### config.mk
export PLATFORM = sky130hd
export DESIGN_NAME = basic_gates_flat
export DESIGN_NICKNAME = d
export VERILOG_FILES = /design/src/rtl/basic_gates_pkg.sv /design/src/rtl/basic_gates_if.sv /design/src/rtl/basic_gates_core.sv /design/src/rtl/basic_gates.sv /design/src/flat_wrapper.sv
export SDC_FILE = /design/constraint.sdc
export NUM_CORES = 1
export LEC_CHECK = 0
export BUFFER_PORTS_ARGS = -buffer_cell sky130_fd_sc_hd__buf_2
export CAP_MARGIN = 20
export CORE_AREA = 10 10 47 49
export DETAILED_ROUTE_END_ITERATION = 12
export DIE_AREA = 0 0 57 59
export GPL_TIMING_DRIVEN = 0
export PLACE_DENSITY = 0.42
export SYNTH_ARGS = -nofsm -noshare
export SYNTH_HDL_FRONTEND = slang
export SYNTH_SLANG_ARGS = --single-unit
export TNS_END_PERCENT = 10
### constraint.sdc
create_clock -name clk -period 0.8 [get_ports clk]
set_input_delay 0.04 -clock clk [delete_from_list [all_inputs] [get_ports clk]]
set_output_delay 0.04 -clock clk [all_outputs]
set_load 0.02 [all_outputs]
### src/rtl/basic_gates_pkg.sv
// Shared gate definitions for the basic_gates bank: gate indices and the
// single-bit gate function used by the core and by anyone modelling it.
package gates_pkg;

  localparam int NUM_GATES  = 8;
  localparam int GATE_IDX_W = 3;

  typedef logic [GATE_IDX_W-1:0] gate_idx_t;

  localparam gate_idx_t G_AND  = 3'd0;
  localparam gate_idx_t G_OR   = 3'd1;
  localparam gate_idx_t G_NOTA = 3'd2;
  localparam gate_idx_t G_NOTB = 3'd3;
  localparam gate_idx_t G_NAND = 3'd4;
  localparam gate_idx_t G_NOR  = 3'd5;
  localparam gate_idx_t G_XOR  = 3'd6;
  localparam gate_idx_t G_XNOR = 3'd7;

  // Plain operators only, so X/Z on a or b propagate with normal semantics.
  function automatic logic gate_eval(input gate_idx_t idx, input logic a, input logic b);
    logic r;
    r = 1'b0;
    case (idx)
      G_AND:  r = a & b;
      G_OR:   r = a | b;
      G_NOTA: r = ~a;
      G_NOTB: r = ~b;
      G_NAND: r = ~(a & b);
      G_NOR:  r = ~(a | b);
      G_XOR:  r = a ^ b;
      G_XNOR: r = ~(a ^ b);
      default: r = 1'b0;
    endcase
    return r;
  endfunction

endpackage

### src/rtl/basic_gates_if.sv
// Operand/result bundle for the basic_gates bank; master drives operands,
// slave (the gate bank) drives the eight results.
interface basic_gates_if #(
  parameter int WIDTH = 1
);
  logic [WIDTH-1:0] a;
  logic [WIDTH-1:0] b;
  logic [WIDTH-1:0] out_and;
  logic [WIDTH-1:0] out_or;
  logic [WIDTH-1:0] out_nota;
  logic [WIDTH-1:0] out_notb;
  logic [WIDTH-1:0] out_nand;
  logic [WIDTH-1:0] out_nor;
  logic [WIDTH-1:0] out_xor;
  logic [WIDTH-1:0] out_xnor;

  modport master (
    output a, b,
    input  out_and, out_or, out_nota, out_notb,
    input  out_nand, out_nor, out_xor, out_xnor
  );

  modport slave (
    input  a, b,
    output out_and, out_or, out_nota, out_notb,
    output out_nand, out_nor, out_xor, out_xnor
  );
endinterface

### src/rtl/basic_gates_core.sv
// Combinational core: all eight gates applied bit-wise, bit i of every result
// depending only on a[i] and b[i].
module gate_core
  import gates_pkg::*;
#(
  parameter int WIDTH = 1
) (
  input  logic [WIDTH-1:0]                 a,
  input  logic [WIDTH-1:0]                 b,
  output logic [NUM_GATES-1:0][WIDTH-1:0]  res
);

  for (genvar g = 0; g < NUM_GATES; g++) begin : g_gate
    for (genvar i = 0; i < WIDTH; i++) begin : g_bit
      assign res[g][i] = gate_eval(gate_idx_t'(g), a[i], b[i]);
    end
  end

endmodule

### src/rtl/basic_gates.sv
// Bit-wise two-input gate bank with optional one-cycle output register
// (OUT_REG=1) or a pure combinational path (OUT_REG=0).
module basic_gates
  import gates_pkg::*;
#(
  parameter int WIDTH   = 1,
  parameter bit OUT_REG = 1'b1
) (
  input  logic         clk,
  input  logic         rst_n,
  basic_gates_if.slave bus
);

  logic [NUM_GATES-1:0][WIDTH-1:0] res;
  logic [NUM_GATES-1:0][WIDTH-1:0] res_q;

  gate_core #(.WIDTH(WIDTH)) u_core (
    .a   (bus.a),
    .b   (bus.b),
    .res (res)
  );

  if (OUT_REG) begin : g_reg
    // NOTE: every result register clears to zero, including the inverting
    // gates, so reset is visible as all-zeros rather than as a gate result.
    // NOTE: non-blocking assignment keeps flop updates order-independent.
    always_ff @(posedge clk or negedge rst_n) begin
      if (!rst_n) res_q <= '0;
      else        res_q <= res;
    end
  end else begin : g_comb
    assign res_q = res;
    // Clock and reset have no function on the combinational path.
    logic unused_clk_rst;
    assign unused_clk_rst = clk ^ rst_n;
  end

  assign bus.out_and  = res_q[G_AND];
  assign bus.out_or   = res_q[G_OR];
  assign bus.out_nota = res_q[G_NOTA];
  assign bus.out_notb = res_q[G_NOTB];
  assign bus.out_nand = res_q[G_NAND];
  assign bus.out_nor  = res_q[G_NOR];
  assign bus.out_xor  = res_q[G_XOR];
  assign bus.out_xnor = res_q[G_XNOR];

endmodule

### src/flat_wrapper.sv
// flat-port wrapper written by rule: the top's interface ports become plain ports
module basic_gates_flat import gates_pkg::*;
#(
  parameter int WIDTH   = 1,
  parameter bit OUT_REG = 1'b1
)
  (clk, rst_n, bus_a, bus_b, bus_out_and, bus_out_or, bus_out_nota, bus_out_notb, bus_out_nand, bus_out_nor, bus_out_xor, bus_out_xnor);
  basic_gates_if #(.WIDTH(WIDTH)) bus_i ();
  input  logic clk;
  input  logic rst_n;
  input wire logic [$bits(bus_i.a)-1:0] bus_a;
  input wire logic [$bits(bus_i.b)-1:0] bus_b;
  output wire logic [$bits(bus_i.out_and)-1:0] bus_out_and;
  output wire logic [$bits(bus_i.out_or)-1:0] bus_out_or;
  output wire logic [$bits(bus_i.out_nota)-1:0] bus_out_nota;
  output wire logic [$bits(bus_i.out_notb)-1:0] bus_out_notb;
  output wire logic [$bits(bus_i.out_nand)-1:0] bus_out_nand;
  output wire logic [$bits(bus_i.out_nor)-1:0] bus_out_nor;
  output wire logic [$bits(bus_i.out_xor)-1:0] bus_out_xor;
  output wire logic [$bits(bus_i.out_xnor)-1:0] bus_out_xnor;
  assign bus_i.a = bus_a;
  assign bus_i.b = bus_b;
  assign bus_out_and = bus_i.out_and;
  assign bus_out_or = bus_i.out_or;
  assign bus_out_nota = bus_i.out_nota;
  assign bus_out_notb = bus_i.out_notb;
  assign bus_out_nand = bus_i.out_nand;
  assign bus_out_nor = bus_i.out_nor;
  assign bus_out_xor = bus_i.out_xor;
  assign bus_out_xnor = bus_i.out_xnor;
  basic_gates #(.WIDTH(WIDTH), .OUT_REG(OUT_REG)) u_core (.clk(clk), .rst_n(rst_n), .bus(bus_i));
endmodule
== After elaboration in Yosys (flattened, before gate mapping) ==
Index checks and enable logic that the tools add are counted.

* Flip-flop bits (word level): 8
* Input port bits: 4
* Output and inout port bits: 8
* Logic and storage cells: 16

* Bitwise gates (word level): 8

{| class="wikitable"
|+ Operator list
! operator !! number
|-
| inverter 1 bit || 5
|-
| AND 1 bit || 1
|-
| bitwise OR 1 bit || 1
|-
| bitwise XOR 1 bit || 1
|}

== Depth between registers and ports, before layout ==
* Depth in word-level cells: 2
* Mapped depth: 3
* Mapped depth without buffers: 3

== By module ==
Synthesis repeated with hierarchy kept, for this count alone.

* Cells, all modules: 17
* Area, all modules: 269.0 um^2

{| class="wikitable"
|+ Modules (own cells, without submodules)
! module !! instances !! cells each !! area an instance (um^2) !! seq. area each (um^2)
|-
| basic_gates || 1 || 8 || 200.2 || 200.2
|-
| gate_core || 1 || 9 || 68.8 || 0.0
|}

== Worst setup path before layout ==
Ideal clock, no wire load.

* Path type: in2reg
* From: in bus_b
* To: reg u_core.res_q (netlist bit u_core.bus.out_xnor)
* Setup time: 0.114 ns
* Data arrival time: 0.389 ns
* Data required time: 0.686 ns
* Path slack: 0.297 ns
* Cell stages on the path: 3
* Buffers on the path: 0
* Path through: inv_1 -> ha_1 -> inv_1

{| class="wikitable"
|+ RTL lines
! what !! line !! source
|-
| start: declaration || flat_wrapper.sv:12 || <nowiki>input wire logic [$bits(bus_i.b)-1:0] bus_b;</nowiki>
|-
| end signal: assignment || basic_gates.sv:29 || <nowiki>else res_q <= res;</nowiki>
|-
| end: declaration || basic_gates.sv:15 || <nowiki>logic [NUM_GATES-1:0][WIDTH-1:0] res_q;</nowiki>
|}

== Final worst setup path ==
* From: reg u_core.res_q (netlist bit u_core.bus.out_notb)
* To: out bus_out_notb

{| class="wikitable"
|+ RTL lines
! what !! line !! source
|-
| end: declaration || flat_wrapper.sv:16 || <nowiki>output wire logic [$bits(bus_i.out_notb)-1:0] bus_out_notb;</nowiki>
|}

No word-level cell between the ends.

==> results.md <==
- Worst-path fanout max: 1
- Commonest cells post-synth: sky130_fd_sc_hd__dfrtp_1, sky130_fd_sc_hd__inv_1, sky130_fd_sc_hd__ha_1
- Achievable Freq: 1270 MHz
- Sequential cell fraction of total power: 0.521
- Final worst-path cycle share: 0.983
- Width of the die: 57 um
- Mean routed wirelength per cell: 9.25 um
- Post-DRT Antenna Nets: 0
- Maximum number of pins on one net before global-route repair: 9
- Worst path buffer plus inverter count: 1
- Internal power component: 652 uW
- Pleak: 0.218 nW
- Start point of the worst min-delay path: bus_b
- Post-Route WL: 444 um
- Class of the worst hold path: in -> reg
- CTS sink cnt: 8
- Share of the synthesized area in the top cell type: 0.744
- Starting DRC count in detailed routing: 1
- Number of antenna violations at the first check in global routing: 0
- Die area: 3360 um^2
- Area of the core: 1400 um^2
- Yosys warning total: 0
- Drt first pass iters: 2
- Unrepaired setup endpoints after global routing: yes
- Slew at the pin closest to its max-slew limit: 0.165 ns
- Total grt overflow: 0
- Cell area power density: 2070 nW/um^2
- Area growth from synthesis to layout: 51.6%
- Delay of the slowest critical-path stage: 0.37 ns
- Share of total power in combinational logic: 0.138
- Worst EP required: 0.76 ns
- Critical path class: reg -> out
- Shortest clock period the worst path allows after layout: 0.786 ns
- Setup-failing EPs final: 0
- Worst hold slack: 0.0133 ns
- Number of global-route vias before repair: 211
- Relative max-transition margin: 0.890
- Seq/Total Area, Yosys: 0.744
- Switch Pwr: 192 uW
- Hold EP: u_core.bus.out_notb
- Cell with the largest stage delay on the worst path: sky130_fd_sc_hd__dfrtp_1
- Max clock buf depth: 2
- Max IR drop VDD: 0.000423 V
- Sum of internal, switching and leakage power: 844 uW
- # port buffers: 11
- Routability congestion estimate from global placement: 0.577
- Number of instances in the synthesized netlist: 17
- Outcome: complete, no violations
- Filler cell count in the final layout: 156
- Post CTS Setup Buffer Count: 0
- Cell-by-cell trace of the critical path: buf_6
- I/O pin cnt: 12
- CTS tree: done
- Synthesis-stage register bit count: 8
- Number of max-slew violations in the final report: 0
- Antenna Diode Count: 0
- Switching part of the total power: 0.227
- Type of destination of the critical path: output pin
- Wire length of the first global-routing pass: 883 um
- Total CTS buffers: 3
- Clock-pin slew on the worst setup and hold paths: 0.05 ns
- Largest cells by area after synthesis: sky130_fd_sc_hd__dfrtp_1, sky130_fd_sc_hd__ha_1, sky130_fd_sc_hd__inv_1
- FFs w/ async S/R, synth: 1.00
- Most instantiated library cell after synthesis: sky130_fd_sc_hd__dfrtp_1
- Cell class contributing the biggest share of worst-path delay: flip-flops
- Avg Synthesized Cell Area: 15.8 um^2
- Root buffer cell: sky130_fd_sc_hd__clkbuf_4
- Total number of H-tree levels: 1
- Effective utilization at floorplan: 0.192
- Arr. time, crit path: 0.75 ns
- Count of flip-flops with a built-in enable after synthesis: 0
- DRC Markers: 0
- Final count of hold timing violations: 0
- Routed vias/inst: 3.60
- Vertical extent of the die: 59 um
- Synthesized net count: 25
- Share of post-route cells with drive strength above 1: 0.438
- Proportion of power drawn by the clock network: 0.340
- Number of unique standard cell types used by synthesis: 3
- Core Util, Final: 0.291
- Number of nets in the layout: 42
- Vias: 173
- Summed instance area of the synthesized netlist: 269 um^2
- Max Cap Viol: 0
- Startpoint type of the worst setup path: flop
- Leading register cell type out of synthesis: sky130_fd_sc_hd__dfrtp_1
- Placement Rows: 14
- Largest area contributor in the netlist: sky130_fd_sc_hd__dfrtp_1
- Number of stages on the worst hold path: 2
- Overall routing resource usage: 0.0375
## power by group through the flow
stage	clock network (mW)	registers [mW]	logic, mW
2_1_floorplan	0	0.479	0.0144
3_3_place_gp	0	0.442	0.0993
3_5_place_dp	0	0.443	0.0985
4_1_cts	0.307	0.437	0.108
5_1_grt	0.332	0.442	0.129
6_report	0.287	0.440	0.117
## area by class of cell
class | instances | area, um^2 | share of cell area
Sequential cell | 8 | 200 | 0.491
Timing Repair Buffer | 12 | 96.3 | 0.236
Multi-Input combinational cell | 4 | 50.0 | 0.123
Clock buffer | 3 | 22.5 | 0.0552
Tap cell | 16 | 20.0 | 0.0491
Inverter | 5 | 18.8 | 0.0460
## cells by family (layout without fill, tap and decap cells)
kind of cell	Yosys count	after routing	share of synthesized area
buffers and inverters	5	20	0.0698
flip-flops	8	8	0.744
adder cells (fa/ha/maj)	4	4	0.186
## repair_timing
| item | 4_1_cts | 5_1_grt |
|---|---|---|
| pin swaps | 0 | 0 |
| resized for setup | 4 | 6 |
| setup endpoints to repair | 7 | 8 |
| hold buffers | 1 | 0 |
| hold endpoints to repair | 8 | 0 |
## worst max-delay path by stage
stage                         from             endpoint  slack (ns)  cells after the start
2_1_floorplan                bus_b  u_core.bus.out_xnor        0.30                      3
3_3_place_gp                 bus_b  u_core.bus.out_xnor        0.13                      4
3_5_place_dp                 bus_a  u_core.bus.out_xnor        0.14                      4
4_1_cts        u_core.bus.out_xnor         bus_out_xnor      -0.005                      1
5_1_grt          u_core.bus.out_or           bus_out_or       -0.03                      1
6_report       u_core.bus.out_notb         bus_out_notb        0.01                      1
## cell usage in the layout, fill, tap and decap left out, drive strengths merged
cell type,instances
clkbuf,3
buf,11
dlygate4sd3,1
inv,5
ha,4
dfrtp,8
## through the flow
stage	setup slack (ns)	area [um^2]	cells	TNS, ns
floorplan	0.297	269	17	0
global placement	0.132	344	44	0
detailed placement	0.138	344	44	0
CTS	-0.00456	389	48	-0.0136
global route	-0.0303	408	48	-0.190
finish	0.0140	408	48	0
## per-layer routing
metal	share of wire	track usage
met1	0.37	0.0304
met2	0.44	0.0450
met3	0.13	0.0236
met4	0.054	0.0705
met5	0	0
## flip-flops by register name (all words and copies together), names as in the netlist
signal,cells
u_core.bus.out_nand,1
u_core.bus.out_nor,1
u_core.bus.out_and,1
u_core.bus.out_xnor,1
u_core.bus.out_xor,1
u_core.bus.out_or,1
u_core.bus.out_notb,1
u_core.bus.out_nota,1
(Power assumes the default switching activity.)
